===== config.mk =====
export PLATFORM = sky130hd
export DESIGN_NAME = lc3_writeback
export DESIGN_NICKNAME = d
export VERILOG_FILES = /design/src/rtl/lc3_pkg.sv /design/src/rtl/wb_fifo.sv /design/src/rtl/lc3_writeback.sv
export SDC_FILE = /design/constraint.sdc
export NUM_CORES = 1
export LEC_CHECK = 0
export BUFFER_PORTS_ARGS = -buffer_cell sky130_fd_sc_hd__buf_2
export CELL_PAD_IN_SITES_DETAIL_PLACEMENT = 0
export CELL_PAD_IN_SITES_GLOBAL_PLACEMENT = 1
export CORE_MARGIN = 2
export CORE_UTILIZATION = 41
export CTS_CLUSTER_DIAMETER = 50
export DETAILED_ROUTE_END_ITERATION = 10
export PLACE_DENSITY = 0.91
export SLEW_MARGIN = 40
export SYNTH_ARGS = -nofsm -noshare
export SYNTH_HDL_FRONTEND = slang
export SYNTH_SLANG_ARGS = --single-unit

===== constraint.sdc =====
create_clock -name clk -period 3.5 [get_ports clk]
set_clock_uncertainty 0.15 [all_clocks]
set_input_delay 0.175 -clock clk [delete_from_list [all_inputs] [get_ports clk]]
set_output_delay 0.175 -clock clk [all_outputs]
set_load 0.1 [all_outputs]

===== src/rtl/lc3_pkg.sv =====
// Shared LC-3 writeback definitions: result source codes, condition-code
// constants and the queued result record.
package lc3_pkg;

  localparam int DATA_W = 16;

  typedef enum logic [1:0] {
    WB_ALU  = 2'd0,
    WB_MEM  = 2'd1,
    WB_PC   = 2'd2,
    WB_NONE = 2'd3
  } wb_src_e;

  localparam logic [2:0] NZP_N = 3'b100;
  localparam logic [2:0] NZP_Z = 3'b010;
  localparam logic [2:0] NZP_P = 3'b001;

  typedef struct packed {
    logic [2:0]        dr;
    logic [DATA_W-1:0] data;
    logic              we;
    logic              setcc;
  } wb_entry_t;

  // One-hot condition code for a result value; sign bit takes priority.
  function automatic logic [2:0] nzp_of(input logic [DATA_W-1:0] value);
    if (value[DATA_W-1]) begin
      return NZP_N;
    end else if (value == '0) begin
      return NZP_Z;
    end else begin
      return NZP_P;
    end
  endfunction

endpackage


===== src/rtl/wb_fifo.sv =====
// In-order result queue for the writeback stage. Entries and their valid
// bits are exported so the parent can see every in-flight destination.
import lc3_pkg::*;

module wb_fifo #(
  parameter int DEPTH = 2
) (
  input  logic      clk,
  input  logic      rst,
  input  logic      i_push,
  input  wb_entry_t i_push_data,
  input  logic      i_pop,
  output wb_entry_t o_head,
  output logic      o_empty,
  output logic      o_full,
  output wb_entry_t o_entries [DEPTH],
  output logic [DEPTH-1:0] o_valid
);

  localparam int AW = $clog2(DEPTH);
  localparam logic [AW:0] FULL_CNT = (AW+1)'(DEPTH);

  wb_entry_t        r_mem [DEPTH];
  logic [AW-1:0]    r_wr_ptr;
  logic [AW-1:0]    r_rd_ptr;
  logic [AW:0]      r_count;
  logic [DEPTH-1:0] r_valid;

  logic w_push;
  logic w_pop;

  assign o_empty = (r_count == '0);
  assign o_full  = (r_count == FULL_CNT);
  assign w_push  = i_push && !o_full;
  assign w_pop   = i_pop && !o_empty;

  // Storage is not reset; r_valid alone decides which slots are live.
  always_ff @(posedge clk) begin
    if (w_push) begin
      r_mem[r_wr_ptr] <= i_push_data;
    end
  end

  always_ff @(posedge clk) begin
    if (rst) begin
      r_wr_ptr <= '0;
      r_rd_ptr <= '0;
      r_count  <= '0;
      r_valid  <= '0;
    end else begin
      if (w_push) begin
        r_wr_ptr          <= r_wr_ptr + 1'b1;
        r_valid[r_wr_ptr] <= 1'b1;
      end
      if (w_pop) begin
        r_rd_ptr          <= r_rd_ptr + 1'b1;
        r_valid[r_rd_ptr] <= 1'b0;
      end
      case ({w_push, w_pop})
        2'b10:   r_count <= r_count + 1'b1;
        2'b01:   r_count <= r_count - 1'b1;
        default: r_count <= r_count;
      endcase
    end
  end

  assign o_head    = r_mem[r_rd_ptr];
  assign o_entries = r_mem;
  assign o_valid   = r_valid;

endmodule


===== src/rtl/lc3_writeback.sv =====
// LC-3 writeback stage: queues completed results, retires one per cycle
// into the register file, tracks NZP and exports a pending-write bitmap.
import lc3_pkg::*;

module lc3_writeback #(
  parameter int DEPTH = 2,
  parameter int WIDTH = 16
) (
  input  logic             clk,
  input  logic             rst,
  input  logic             wb_valid,
  output logic             wb_ready,
  input  logic [1:0]       wb_src,
  input  logic [2:0]       wb_dr,
  input  logic [WIDTH-1:0] wb_alu,
  input  logic [WIDTH-1:0] wb_mem,
  input  logic [WIDTH-1:0] wb_pc,
  input  logic             wb_setcc,
  input  logic             wr_stall,
  output logic             reg_write_en,
  output logic [2:0]       DR,
  output logic [WIDTH-1:0] write_data,
  output logic [2:0]       nzp,
  output logic [7:0]       pending
);

  logic [WIDTH-1:0] w_src_data;
  wb_entry_t        w_in;
  wb_entry_t        w_head;
  wb_entry_t        w_entries [DEPTH];
  logic [DEPTH-1:0] w_valid;
  logic             w_empty;
  logic             w_full;
  logic             w_push;
  logic             w_pop;
  logic [2:0]       r_nzp;

  always_comb begin
    w_src_data = '0;
    case (wb_src)
      WB_ALU:  w_src_data = wb_alu;
      WB_MEM:  w_src_data = wb_mem;
      WB_PC:   w_src_data = wb_pc;
      default: w_src_data = '0;
    endcase
  end

  // NONE results still occupy a slot so retirement order matches issue order.
  always_comb begin
    w_in.dr    = wb_dr;
    w_in.data  = w_src_data;
    w_in.we    = (wb_src != WB_NONE);
    w_in.setcc = wb_setcc && (wb_src != WB_NONE);
  end

  // Ready depends only on the registered fill level, never on wr_stall.
  assign wb_ready = !w_full;
  assign w_push   = wb_valid && wb_ready;
  assign w_pop    = !w_empty && !wr_stall;

  wb_fifo #(
    .DEPTH (DEPTH)
  ) u_fifo (
    .clk         (clk),
    .rst         (rst),
    .i_push      (w_push),
    .i_push_data (w_in),
    .i_pop       (w_pop),
    .o_head      (w_head),
    .o_empty     (w_empty),
    .o_full      (w_full),
    .o_entries   (w_entries),
    .o_valid     (w_valid)
  );

  assign reg_write_en = w_pop && w_head.we;
  assign DR           = reg_write_en ? w_head.dr : 3'd0;
  assign write_data   = reg_write_en ? w_head.data : '0;

  always_ff @(posedge clk) begin
    if (rst) begin
      r_nzp <= NZP_Z;
    end else if (w_pop && w_head.setcc) begin
      r_nzp <= nzp_of(w_head.data);
    end
  end

  assign nzp = r_nzp;

  always_comb begin
    pending = '0;
    for (int i = 0; i < DEPTH; i++) begin
      if (w_valid[i] && w_entries[i].we) begin
        pending[w_entries[i].dr] = 1'b1;
      end
    end
  end

endmodule


==> run metrics, run 1 <==
CTS H-tree lvls=2; # clock sinks=51; Max Clk Rate=398.2 MHz; initial DRC count=177; Pleak=1.329 nW; Critical Path Start Type=primary input; highest-delay cell along the critical path=dlygate4sd3_1; Worst-path clk slew=about 0.080 ns; Final ANT Viol Nets=0; fin crit period=2.511 ns; height of the die=between 80 and 90 um; post-route total power=1.739 mW; initial antenna violation count=0; final wirelength=4.956 mm; switching portion of total power=0.3336; M1 wire length=2.175 mm; met2 wire len=2.430 mm; clock insertion delay at the later pin of the skew report=0.29 ns; setup tns final=0 ns; Synthesized Nets=277; post_cts resized=0; share of cells above drive strength 1=0.3419; register area share after synthesis=0.5737; GRT Util Overall=0.1494; router iterations before antenna repair=4; Syn Std Cell Area=2512 sq um; Worst-Margin Slew=0.5912 ns; die width=82.28 um; Hold Fails Final Rpt=0; WP data required=around 3.2 ns; Slew Limit Fails=0; area of the multi-input gates=1005 sq um; max incr delay on CP=0.53 ns; Post-CTS Setup Bufs=0; Initial Util=0.4243; Slew HR=0.6041; Mapped Avg Cell Area=11.47 sq um; fillers=514; via density per instance=4.961; Top Layer Used=met4; max-cap viol count=0; Vias=1925; Synth area leader=edfxtp_1; GPL Wtd Cong=roughly 0.74; core area=~6000 sq um; #FFs+latches synth=just over 50; DR WL/cell=12.77 um; crit end category=primary output; RSZ-0062 raised after global routing=false; synth-to-layout area growth=27.54%; first-pass GRT wire length=7.624 mm; Seq pwr share=0.439; combinational share of power=0.298; Synth area leaders=edfxtp_1 (50%), mux2i_1 (14%), dfxtp_1 (7.2%), nor2_1 (4.0%), nand2_1 (3.4%); total grt overflow=0; vias in the first global route=approximately 1.7k; Storage cell area=1441 sq um; Residual DRC=0; outcome=finished clean; final worst path period share=0.7175; CTS buffer count=5; synth warn=0; worst vdd ir=0.2798 mV; clock buffer depth=2; Post-Syn Instances=219; Antenna Cells=0; met3 routed WL=~250 um; Most common cell on crit path=buf_2; CTS tree=yes; highest net fanout along the worst path=20; worst min path class=in2reg; port bufs=89; nets=370; IO Pins=90; largest net degree at the start of global routing=28; Post-DP HPWL=3.837 mm; power density over the cells=542.7 nW/um^2; WP data arrival=2.19 ns; synth unique cells=36; Crit Path Class=in2out; Clk pwr share=0.263; DIE AREA=6770 sq um; register-to-register setup slack=1.69 ns; top cell type's share of synthesized area=0.5020; num rows=28; worst-path cell chain=dlygate4sd3_1 > buf_2 > o21bai_2 > or2_2 > nor2_1 > buf_2; sw power=about 0.58 mW; CTS root buf=clkbuf_8; Int Pwr=1.159 mW; # setup viols final=0
==> critical path: cells and delay by family <==
kind | cells | cell delay (ns)
AO/OA/AOI/OAI | 1 | 0.24
buffers and inverters | 3 | 1.10
AND/OR/NAND/NOR | 2 | 0.66
==> per-layer routing <==
layer  global-route usage  vias to the layer above
met5                    0                        -
met4              0.07167                        0
li1                     -                      997
met2               0.2476                       63
met1               0.1900                      856
met3              0.02500                        9
==> cell usage after synthesis, drive strengths merged <==
master and number:
or2 3, nand2b 5, mux2i 36, o21ai 16
nand3b 3, a221o 1, nor2 27, nor2b 3
a21oi 1, nand2 23, and3 1, o21bai 1
inv 3, nor4b 1, and2 1, nand3 3
a32oi 2, a22oi 1, clkbuf 2, nor3 4
nand4 2, o22ai 6, mux2 1, edfxtp 42
nor4 5, xnor2 2, o32ai 2, xor2 2
dfxtp 9, buf 9, o221a 2
==> power groups by stage <==
stage | combinational, mW | clock, mW | sequential [mW]
finish | 0.518 | 0.456 | 0.764
global route | 0.554 | 0.488 | 0.772
CTS | 0.524 | 0.462 | 0.763
detailed placement | 0.517 | 0 | 0.777
global placement | 0.513 | 0 | 0.775
floorplan | 0.391 | 0 | 0.801
==> flip-flops by register name, indices dropped and copies added, names as in the netlist <==
name	flops
u_fifo.r_wr_ptr	1
u_fifo.r_count	2
u_fifo.r_rd_ptr	1
nzp	3
u_fifo.o_valid	2
u_fifo.o_entries	42
==> cells by family (layout without fill, tap and decap cells) <==
| family | count (synthesis) | count (layout) | share of synthesized area |
|---|---|---|---|
| muxes | 37 | 37 | 0.1494 |
| DFF | 51 | 51 | 0.5737 |
| AOI/OAI and AO/OA | 32 | 32 | 0.08317 |
| and+or+nand+nor | 81 | 81 | 0.1509 |
| buffers and inverters | 14 | 108 | 0.02888 |
| xor gates and xnor gates | 4 | 4 | 0.01395 |
==> final timing paths <==
kind,startpoint,cells after the start,to
max,wr_stall,6,DR[0]
min,wb_mem[12],3,u_fifo.o_entries[35]$_DFFE_PP_
max reg2reg,u_fifo.r_rd_ptr$_SDFFE_PP0N_,5,nzp[1]$_SDFFE_PP1P_
min reg2reg,nzp[1]$_SDFFE_PP1P_,1,nzp[1]$_SDFFE_PP1P_
==> per-stage QoR <==
| step | hold slack [ns] | utilization | instance area (sq um) | setup WS (ns) | std cells |
|---|---|---|---|---|---|
| finish | 0.05183 | 0.5412 | 3204 | 0.9889 | 388 |
| global route | 0.07010 | 0.5412 | 3204 | 0.8781 | 388 |
| CTS | 0.04857 | 0.5412 | 3204 | 0.9635 | 388 |
| detailed placement | 0.2236 | 0.5087 | 3012 | 1.320 | 374 |
| global placement | 0.2192 | 0.5080 | 3008 | 1.359 | 374 |
| floorplan | 0.1239 | - | 2512 | 0.2750 | 219 |
==> cell type report <==
type / count / area share
flip-flops and latches: 51 / 0.4498
well taps: 75 / 0.02929
multi-input cells: 154 / 0.3135
clock inverters: 2 / 0.01874
clock buffers: 6 / 0.02265
inverters: 3 / 0.003514
repair buffers: 97 / 0.1624
==> layout by cell type (no fill, tap or decap), drive strengths merged, types with 3 or more instances in the layout <==
cell and count:
buf 91, or2 3, mux2i 36, nor3 4, edfxtp 42, nor4 5
o22ai 6, dlygate4sd3 6, nand3b 3, nand3 3, nor2b 3, clkbuf 6
nor2 27, inv 3, nand2b 5, nand2 23, dfxtp 9, o21ai 16
==> timing repair <==
action / CTS / global route
setup endpoints to repair: 0 / 0
hold buffers: 6 / 0
hold endpoints to repair: 10 / 0
(Power assumes the default switching activity.)
==> inputs of run 2 (changes only) <==
--- a/config.mk
+++ b/config.mk
@@ -9,10 +9,10 @@
 export CELL_PAD_IN_SITES_DETAIL_PLACEMENT = 0
 export CELL_PAD_IN_SITES_GLOBAL_PLACEMENT = 1
 export CORE_MARGIN = 2
-export CORE_UTILIZATION = 41
+export CORE_UTILIZATION = 34
 export CTS_CLUSTER_DIAMETER = 50
 export DETAILED_ROUTE_END_ITERATION = 10
-export PLACE_DENSITY = 0.91
+export PLACE_DENSITY = 0.82
 export SLEW_MARGIN = 40
 export SYNTH_ARGS = -nofsm -noshare
 export SYNTH_HDL_FRONTEND = slang
==> constraint.sdc (replaced) <==
create_clock -name clk -period 2.3 [get_ports clk]
set_clock_uncertainty 0.15 [all_clocks]
set_input_delay 0.115 -clock clk [delete_from_list [all_inputs] [get_ports clk]]
set_output_delay 0.115 -clock clk [all_outputs]
set_load 0.1 [all_outputs]
==> run 2 against run 1 <==
Against the previous run:
- the flow now finishes with violations (hold timing)
- critical path depth is 2 lower
- wire length up 15%
- cell count up 8.2%
- utilization is 3.8 points lower
- register-to-register slack worse by 1.2 ns
- sequential power grew 53%
- setup slack worse by 0.85 ns
- die area increased by 20%
- global-route usage down 0.96 points
- total power rose by 56%
- sequential cell count did not move
- hold slack lost 0.061 ns
- critical endpoint is now write_data[8]
- largest cell class unchanged
- largest power group unchanged
==> run metrics, run 2 (synthesized netlist as in run 1, its figures left out) <==
combinational share of power=0.345; Residual DRC=0; Post-DP HPWL=around 4.4 mm; failing checks=hold timing; worst vdd ir=approximately 0.28 mV; sw power=0.9411 mW; Initial Util=0.3482; dpl cells=402; GPL Wtd Cong=0.8083; Hold Startpoint=wb_mem[11]; fillers=about 660; height of the die=89.96 um; post_cts resized=0; FF-to-FF End=nzp[0]$_SDFFE_PP0P_; Final Util=0.5035; num rows=31; nets=378; core area=approximately 7000 sq um; DIE AREA=8093 sq um; CTS root buf=clkbuf_8; via density per instance=4.788; Crit Path Class=reg2out; hold slack final=-0.009049 ns; IO Pins=90; Vias=2011; Seq pwr share=0.432; fin crit period=2.161 ns; Non-Filler Instances=between 400 and 500; DR WL/cell=13.54 um; outcome=finished, violations left; max-cap viol count=0; total grt overflow=0; Max Clk Rate=462.9 MHz; r2r startpoint=u_fifo.r_rd_ptr$_SDFFE_PP0N_; post-route total power=about 2.7 mW; Worst-Margin Slew=0.4896 ns; CTS tree=yes; commonest non-fill, non-tap cells in the layout=buf_2 (69), edfxtp_1 (42), mux2i_1 (36); final worst path period share=0.9393; setup tns final=0 ns; register-to-register setup slack=between 0.5 and 0.6 ns; WP data arrival=1.90 ns; Int Pwr=1.765 mW; first-pass GRT wire length=9.190 mm; Hold Fails Final Rpt=8; worst reg2reg path depth=5; # clock sinks=around 50; Critical Path Start Type=register; vias in the first global route=1955; crit end category=primary output; worst min path class=in2reg; die width=about 90 um; initial antenna violation count=0; largest net degree at the start of global routing=21; clock insertion delay at the later pin of the skew report=approximately 0.30 ns; Hold EP=u_fifo.o_entries[34]$_DFFE_PP_; port bufs=89; Clk pwr share=0.224; share of cells above drive strength 1=0.3707; synth-to-layout area growth=44.57%; Antenna Cells=0; power density over the cells=745.1 nW/um^2; CTS H-tree lvls=2; Final ANT Viol Nets=0; router iterations before antenna repair=4; Slew HR=0.6758; Slew Limit Fails=0; hold depth=3; Worst-path clk slew=about 0.090 ns; WP data required=2.04 ns; # setup viols final=0; clock buffer depth=2; leading cell type in the layout, fill and taps excluded=buf_2; initial DRC count=between 100 and 150; final wirelength=5.685 mm; max FFs per register=42; highest net fanout along the worst path=20; GRT Util Overall=0.1398; switching portion of total power=0.3477; CTS buffer count=5; Pleak=1.419 nW; RSZ-0062 raised after global routing=false
run 2: how the worst max path moves through the flow:
stage,to,start
after floorplan,DR[0],u_fifo.r_count[0]$_SDFFE_PP0P_
after global placement,write_data[14],u_fifo.r_count[0]$_SDFFE_PP0P_
after detailed placement,write_data[8],u_fifo.r_count[0]$_SDFFE_PP0P_
after CTS,write_data[8],u_fifo.r_count[0]$_SDFFE_PP0P_
after global routing,write_data[7],u_fifo.r_count[0]$_SDFFE_PP0P_
final,write_data[8],u_fifo.r_count[0]$_SDFFE_PP0P_
run 2: power by group through the flow:
stage	Sequential [mW]	Clock, mW	Combinational [mW]
final	1.17	0.605	0.933
after detailed placement	1.19	0	0.926
after CTS	1.17	0.617	0.940
after global routing	1.18	0.646	0.987
after floorplan	1.22	0	0.606
after global placement	1.18	0	0.916
run 2: worst max-delay path, cell delays in order (launching register included):
cell and delay (ns):
dfxtp_1 0.42, o21bai_2 0.17, or2_2 0.50, nor2_1 0.29
buf_12 0.21
run 2: layout make-up:
class / instances / area [sq um] / share of cell area
Sequential cell: 51 / 1441 / 0.3968
Clock buffer: 5 / 68.82 / 0.01895
Tap cell: 99 / 123.9 / 0.03410
Inverter: 3 / 11.26 / 0.003100
Multi-Input combinational cell: 154 / 1052 / 0.2897
Timing Repair Buffer: 105 / 890.9 / 0.2453
Clock inverter: 3 / 43.79 / 0.01206
run 2: routing by layer:
layer  global-route usage  vias to the layer above  routed length (um)
met4              0.03974                        0                  78
met1               0.1776                      924                2525
met3              0.02515                        6                 296
li1                     -                     1010                   -
met5                    0                        -                   0
met2               0.2456                       71                2784
run 2: stage by stage:
stage / instance area, sq um / worst slack, ns
3_5_place_dp: 3420 / 0.4549
2_1_floorplan: 2566 / -0.2331
3_3_place_gp: 3420 / 0.4967
4_1_cts: 3632 / 0.1180
6_report: 3632 / 0.1395
5_1_grt: 3632 / 0.06931
run 2: what timing repair did:
action / CTS / global route
endpoints found under the hold margin: 22 / 0
setup buffers: 0 / 0
hold buffers: 10 / 0
